===== src/rtl/mic1_pkg.sv =====
// Shared types and constants for the MIC-1 memory sequencer.
// Holds the sequencer state and grant encodings plus the byte-lane selector.
package mic1_pkg;

  localparam int MIC1_AW     = 32;
  localparam int MIC1_DW     = 32;
  localparam int MIC1_LANE_W = 2;

  typedef enum logic [1:0] {
    IDLE  = 2'd0,
    DATA  = 2'd1,
    FETCH = 2'd2
  } mem_state_t;

  typedef enum logic {
    GRANT_DATA  = 1'b0,
    GRANT_FETCH = 1'b1
  } grant_t;

  // Little-endian lane pick: lane 0 is bits 7:0.
  function automatic logic [7:0] byte_lane(input logic [31:0] word,
                                           input logic [MIC1_LANE_W-1:0] lane);
    case (lane)
      2'd0:    return word[7:0];
      2'd1:    return word[15:8];
      2'd2:    return word[23:16];
      2'd3:    return word[31:24];
      default: return 8'h00;
    endcase
  endfunction

endpackage


===== src/rtl/mic1_rr2.sv =====
// Two-way round-robin picker between the data and fetch slots.
// Remembers which slot completed last and favours the other one on a tie.
module mic1_rr2
  import mic1_pkg::*;
(
  input  logic   clk,
  input  logic   rst,
  input  logic   req_data_i,
  input  logic   req_fetch_i,
  input  logic   done_i,
  input  grant_t done_grant_i,
  output grant_t grant_o
);

  grant_t last_q;

  // Record the slot whose transaction just finished.
  always_ff @(posedge clk) begin
    if (!rst) begin
      last_q <= GRANT_FETCH;
    end else if (done_i) begin
      last_q <= done_grant_i;
    end else begin
      last_q <= last_q;
    end
  end

  // Single requester wins outright; a tie goes to the slot not served last.
  always_comb begin
    grant_o = GRANT_DATA;
    if (req_data_i && !req_fetch_i) begin
      grant_o = GRANT_DATA;
    end else if (!req_data_i && req_fetch_i) begin
      grant_o = GRANT_FETCH;
    end else if (last_q == GRANT_FETCH) begin
      grant_o = GRANT_DATA;
    end else begin
      grant_o = GRANT_FETCH;
    end
  end

endmodule


===== src/rtl/mic1_mem_ctrl.sv =====
// MIC-1 memory sequencer: shares one single-port memory between the MAR/MDR
// data port and the PC/MBR fetch port, and stalls the core on hazards.
module mic1_mem_ctrl
  import mic1_pkg::*;
#(
  parameter int AW = MIC1_AW,
  parameter int DW = MIC1_DW
) (
  input  logic          clk,
  input  logic          rst,
  input  logic          rd_cmd,
  input  logic          wr_cmd,
  input  logic          fetch_cmd,
  input  logic          use_mdr,
  input  logic          use_mbr,
  input  logic [AW-1:0] mar,
  input  logic [DW-1:0] mdr_q,
  input  logic [AW-1:0] pc,
  output logic          mem_req,
  output logic          mem_we,
  output logic [AW-1:0] mem_addr,
  output logic [DW-1:0] mem_wdata,
  input  logic [DW-1:0] mem_rdata,
  input  logic          mem_ack,
  output logic          mdr_load,
  output logic [DW-1:0] mdr_in,
  output logic          mbr_load,
  output logic [7:0]    mbr_in,
  output logic          stall
);

  mem_state_t    state_q;
  logic          d_pend_q, d_we_q, f_pend_q;
  logic [AW-1:0] d_addr_q, f_addr_q;
  logic [DW-1:0] d_wdata_q;

  logic   in_data, in_fetch, take_data, take_fetch;
  logic   d_pend_d, f_pend_d;
  grant_t grant;

  assign in_data  = (state_q == DATA);
  assign in_fetch = (state_q == FETCH);

  // No completion bypass: a slot pending this cycle stalls even if it acks now.
  assign stall = ((rd_cmd || wr_cmd) && d_pend_q)
              || (fetch_cmd && f_pend_q)
              || (use_mdr && d_pend_q && !d_we_q)
              || (use_mbr && f_pend_q);

  assign take_data  = !stall && (rd_cmd || wr_cmd);
  assign take_fetch = !stall && fetch_cmd;
  assign d_pend_d   = take_data  || (d_pend_q && !(in_data && mem_ack));
  assign f_pend_d   = take_fetch || (f_pend_q && !(in_fetch && mem_ack));

  mic1_rr2 u_rr2 (
    .clk          (clk),
    .rst          (rst),
    .req_data_i   (d_pend_d),
    .req_fetch_i  (f_pend_d),
    .done_i       ((in_data || in_fetch) && mem_ack),
    .done_grant_i (in_data ? GRANT_DATA : GRANT_FETCH),
    .grant_o      (grant)
  );

  // Slot capture and sequencer; IDLE sees this edge's accepts so mem_req rises next cycle.
  always_ff @(posedge clk) begin
    if (!rst) begin
      state_q   <= IDLE;
      d_pend_q  <= 1'b0;
      d_we_q    <= 1'b0;
      d_addr_q  <= '0;
      d_wdata_q <= '0;
      f_pend_q  <= 1'b0;
      f_addr_q  <= '0;
    end else begin
      d_pend_q <= d_pend_d;
      f_pend_q <= f_pend_d;
      if (take_data) begin
        d_we_q   <= wr_cmd;
        d_addr_q <= mar;
        if (wr_cmd) begin
          d_wdata_q <= mdr_q;
        end
      end
      if (take_fetch) begin
        f_addr_q <= pc;
      end
      case (state_q)
        IDLE: begin
          if (d_pend_d || f_pend_d) begin
            state_q <= (grant == GRANT_DATA) ? DATA : FETCH;
          end
        end
        DATA, FETCH: begin
          if (mem_ack) begin
            state_q <= IDLE;
          end
        end
        default: state_q <= IDLE;
      endcase
    end
  end

  assign mem_req   = in_data || in_fetch;
  assign mem_we    = in_data && d_we_q;
  assign mem_addr  = in_data  ? d_addr_q :
                     in_fetch ? {2'b00, f_addr_q[AW-1:2]} : '0;
  assign mem_wdata = in_data ? d_wdata_q : '0;
  assign mdr_load  = in_data && mem_ack && !d_we_q;
  assign mbr_load  = in_fetch && mem_ack;
  assign mdr_in    = mem_rdata;
  assign mbr_in    = byte_lane(mem_rdata[31:0], f_addr_q[MIC1_LANE_W-1:0]);

endmodule


===== config.mk =====
export PLATFORM = sky130hd
export DESIGN_NAME = mic1_mem_ctrl
export DESIGN_NICKNAME = d
export VERILOG_FILES = /design/src/rtl/mic1_pkg.sv /design/src/rtl/mic1_rr2.sv /design/src/rtl/mic1_mem_ctrl.sv
export SDC_FILE = /design/constraint.sdc
export NUM_CORES = 1
export LEC_CHECK = 0
export ABC_AREA = 1
export CAP_MARGIN = 10
export CELL_PAD_IN_SITES_DETAIL_PLACEMENT = 0
export CELL_PAD_IN_SITES_GLOBAL_PLACEMENT = 2
export CORE_ASPECT_RATIO = 1.1
export CORE_MARGIN = 2
export CORE_UTILIZATION = 22
export DETAILED_ROUTE_END_ITERATION = 6
export PLACE_DENSITY_LB_ADDON = 0.1
export SLEW_MARGIN = 0
export SYNTH_ARGS = -nofsm -noshare
export SYNTH_HDL_FRONTEND = slang
export SYNTH_SLANG_ARGS = --single-unit

===== constraint.sdc =====
create_clock -name clk -period 3.9 [get_ports clk]
set_input_delay 0.78 -clock clk [delete_from_list [all_inputs] [get_ports clk]]
set_output_delay 0.78 -clock clk [all_outputs]
set_load 0.01 [all_outputs]

Yosys cells after proc, flatten, opt, wreduce, memory -nomap -nowiden
Cells that the tools add are included.
{"block": "word_totals", "register_bits": 102, "out_inout_bits": 109, "inputBits": 136, "wordCells": 62}
{"block": "classes", "n_reduce_logical": 35, "eq_ne": 7, "muxes": 12}
{"operator": "$mux 32", "count": 2}
{"operator": "$pmux 8 s4", "count": 1}
{"operator": "$mux 30", "count": 1}
{"operator": "$logic_and 1x1->1", "count": 16}
{"operator": "$logic_or 1x1->1", "count": 8}
{"operator": "$eq 2x2->1 const B", "count": 3}
{"operator": "$logic_not 1->1", "count": 6}
{"operator": "$mux 2", "count": 3}
{"operator": "$eq 2x1->1 const B", "count": 2}
{"operator": "$logic_not 2->1", "count": 2}
{"operator": "$mux 1", "count": 4}
{"operator": "$ne 2x2->1 const B", "count": 2}
{"operator": "$pmux 2 s2", "count": 1}
{"operator": "$reduce_and 2->1", "count": 2}
{"operator": "$reduce_or 2->1", "count": 1}

Depth between registers and ports, before layout
{"block": "depth", "word_depth": 15, "ltp_mapped": 12}

Hierarchy
Synthesis repeated with hierarchy kept, for this count alone.
{"block": "unflattened", "hier_cells": 703, "area_unflattened_um2": 4972.3}
{"module": "mic1_mem_ctrl", "seq_area_each_um2": 2021.9, "cells_per_inst": 692, "area_each_um2": 4913.5, "n_inst": 1}
{"module": "mic1_rr2", "seq_area_each_um2": 20.0, "cells_per_inst": 11, "area_each_um2": 58.8, "n_inst": 1}

Least setup slack after synthesis
No wires, ideal clock.
{"block": "synth_timing", "path_type": "register to output", "from": "reg state_q[1]", "to": "out mem_addr[10]", "path_slack_ns": 1.830, "path_buffers": 2, "t_arrival_ns": 1.290, "stages_incl_launch_ff": 8, "cell_sequence": "dfxtp_1 -> inv_1 -> ha_1 -> buf_4 -> inv_2 -> clkbuf_1 -> nand3_1 -> o21ai_0"}
{"block": "synth_via", "elab_chain_len": 3, "word_cells_on_any_way": 4}
{"element": "start, declared", "line": "mic1_mem_ctrl.sv:32", "text": "mem_state_t state_q;"}
{"element": "start signal, assigned", "line": "mic1_mem_ctrl.sv:91", "text": "state_q <= (grant == GRANT_DATA) ? DATA : FETCH;"}
{"element": "$eq 2x2->1", "line": "mic1_mem_ctrl.sv:42", "text": "assign in_fetch = (state_q == FETCH);"}
{"element": "$mux 30", "line": "mic1_mem_ctrl.sv:107", "text": "in_fetch ? {2'b00, f_addr_q[AW-1:2]} : '0;"}
{"element": "$mux 32 (*)", "line": "mic1_mem_ctrl.sv:106", "text": "assign mem_addr = in_data ? d_addr_q :"}
{"element": "end, declared", "line": "mic1_mem_ctrl.sv:21", "text": "output logic [AW-1:0] mem_addr,"}
Every way passes the cells marked *; elsewhere a longest branch is shown, timed or not.

Final worst setup path
{"block": "layout_timing", "from": "reg state_q[1]", "to": "out mem_addr[1]"}
Same word-level chain as after synthesis.

==> metrics <==
final design instance area without fill 7630 um2; CP Max Fanout 44; site row count 57; synthesized-area fraction occupied by adder cells 0.755%; sort of element at the end of the critical path output port; leading cell type in the layout, fill and taps excluded clkdlybuf4s50_1; P&R area growth vs syn 53.6%; met3 Resource Use GR 3.47%; H-tree depth 3; Detailed Place HPWL 11.9 mm; Tmin final 3110 ps; WHS 445 ps; fraction of the mapped netlist area in compound gates roughly a quarter; number of remaining DRC errors 0; number of buffers inserted for hold repair after clock tree synthesis 0; maximum VDD drop 0.236 mV; Worst Path Arrival 2330 ps; global routing usage on met1 17.3%; number of nets still failing antenna checks after routing 0; Die Outline Area ~24000 um2; fmax 322 MHz; Maximum Capacitance Violations 0; clock sink total ~100; number of nets at the end of the flow 1020; vias after detailed routing between 4000 and 5000; number of filler instances in the final layout 2365; instance count of the mapped netlist slightly below 700; per-cell routed wire length between 10 and 15 um; part of the Yosys area used for sequential elements 41.1%; TritonCTS clock tree done; post-cts repair resize count 0; Placeable Area around 22000 um2; post-detailed-routing wire length 16.4 mm; share of total power in combinational logic 35.9%; share of the clock period used by the worst path after layout 79.7%; Worst Setup Path Type flip-flop to output port; final worst setup slack 793 ps; IO Port Bufs approximately 240; internal power consumption 2.33 mW; Power Density between 400 and 500 nW/um2; dominant combinational cell family by area after synthesis compound AO/OA/AOI/OAI gates; count of warnings emitted by yosys 0; FF-to-FF path depth 11; summed negative setup slack over all endpoints 0 ps; part of the total power dissipated in the clock network between 20 and 30%; global-route wire length before repair between 20 and 30 mm; Mean Syn Cell Area ~7.2 um2; headroom to the max-slew limit 54.8%; post-CTS setup buffers 0; startpoint class of the critical path flip-flop; Pins Over Slew Limit 0; residual overflow from global routing 0; Starting DRT DRC Count 169; required time of the critical path 3120 ps; count of endpoints failing hold in the final timing report 0; depth of the worst hold-timing path 2; LEAKAGE 3.12 nW; fraction of final layout cells sized beyond drive strength 1 4.18%; pin count of the biggest net entering global routing 69; fraction of synthesized area in multiplexers 0%; number of global-route vias before repair 4956; commonest cells after routing, fill and taps aside clkdlybuf4s50_1 (243), inv_1 (141), dfxtp_1 (102), a21oi_1 (99), o21ai_0 (93); core utilization of the finished layout about a third; Clock Skews 4.10 ps; initial antenna violation count 1; syn nets about 830; Final Total Pwr 3.49 mW; result of the run complete, no violations; iteration count of the initial detailed-routing pass 4; post-place setup slack 954 ps; final weighted congestion in routability-driven placement approximately 0.78; number of register bits inferred by synthesis roughly 100; CTS buffer count 9; worst min path class flip-flop to flip-flop; netlist area before placement 4970 um2; starting density of the core 22.5%; Diodes inserted 0; sequential cell fraction of total power between 30 and 40%; Clk Tree Root Cell clkbuf_16; share of the synthesized netlist area taken by xor and xnor gates 0%; Clock Latency Late Sink 340 ps; number of setup violations in the final report 0; share of synthesized cell area in and, or, nand and nor gates between 10 and 15%; vertical extent of the die 162 um; transition at the pin with the smallest max-transition slack 675 ps; Cells after DPL around 1200; switching power 1.16 mW; switching share of power about a third; Overall Global Routing Usage 13.8%; number of library cell types mapped by synthesis 24; unrepaired setup endpoints after global routing no; met2 track demand over resource 23.2%; die width 147 um; Bufs on Longest Clock Path 2; final std cells w/o fill 1181; Area after DPL 7310 um2; Avg Vias per Cell a little over 4; clock slew at the register clock pins of the worst setup and hold paths 70 ps; highest-utilization routing layer at the global route stage met2; total I/O pin count 245
## power groups by stage
stage | combinational [mW] | clock (mW) | sequential [mW]
2_1_floorplan | 0.710 | 0 | 1.25
3_3_place_gp | 1.26 | 0 | 1.26
3_5_place_dp | 1.27 | 0 | 1.27
4_1_cts | 1.28 | 1.04 | 1.24
5_1_grt | 1.40 | 1.08 | 1.26
6_report | 1.25 | 0.994 | 1.24
## sequential cells by signal, indices dropped and copies added, names as in the netlist
register	cells
d_pend_q	1
d_we_q	1
d_addr_q	32
state_q	2
f_addr_q	32
f_pend_q	1
d_wdata_q	32
u_rr2.last_q	1
## final cells by class
class | count | area [um2] | area share (%)
clock buffers | 11 | 243 | 3.18
flip-flops and latches | 102 | 2040 | 26.7
multi-input cells | 372 | 1850 | 24.2
clock inverters | 5 | 81.3 | 1.07
well taps | 295 | 369 | 4.83
repair buffers | 253 | 2520 | 33.0
inverters | 143 | 537 | 7.03
## worst paths after layout
kind | from | to | slack, ps
worst max-delay path | state_q[1] | mem_addr[1] | 790
worst min-delay path | d_wdata_q[19] | d_wdata_q[19] | 440
worst max register to register | d_we_q | state_q[0] | 1890
worst min register to register | d_wdata_q[19] | d_wdata_q[19] | 440
## logic make-up after synthesis
group                    count (synthesis)
AND/OR/NAND/NOR                        139
buffers and inverters                  219
AO/OA/AOI/OAI                          230
adder cells (fa/ha/maj)                  3
flip-flops                             102
## worst max-delay path, cell delays in order (launching register included)
cell	delay, ps
dfxtp_1	360
inv_1	80
ha_1	210
inv_2	270
buf_12	260
nand3_1	100
o21ai_0	90
clkdlybuf4s50_1	590
## Yosys cell counts, drive strengths merged
cell type | n | area (um2)
dfxtp | 102 | 2040
nor3 | 1 | 5.00
nor2 | 12 | 50.1
o21ai | 129 | 657
o21bai | 1 | 7.51
inv | 143 | 537
nand4 | 8 | 50.1
ha | 3 | 37.5
buf | 52 | 455
a21oi | 99 | 495
o311ai | 1 | 8.76
clkbuf | 24 | 90.1
nand3 | 37 | 215
nand2 | 81 | 319
## metal layers
layer,routed length (um),up-vias
met2,7720,134
li1,-,2542
met5,0,-
met4,260,0
met3,1020,15
met1,7360,2142
No activity file was read; power rests on OpenSTA's default activity.
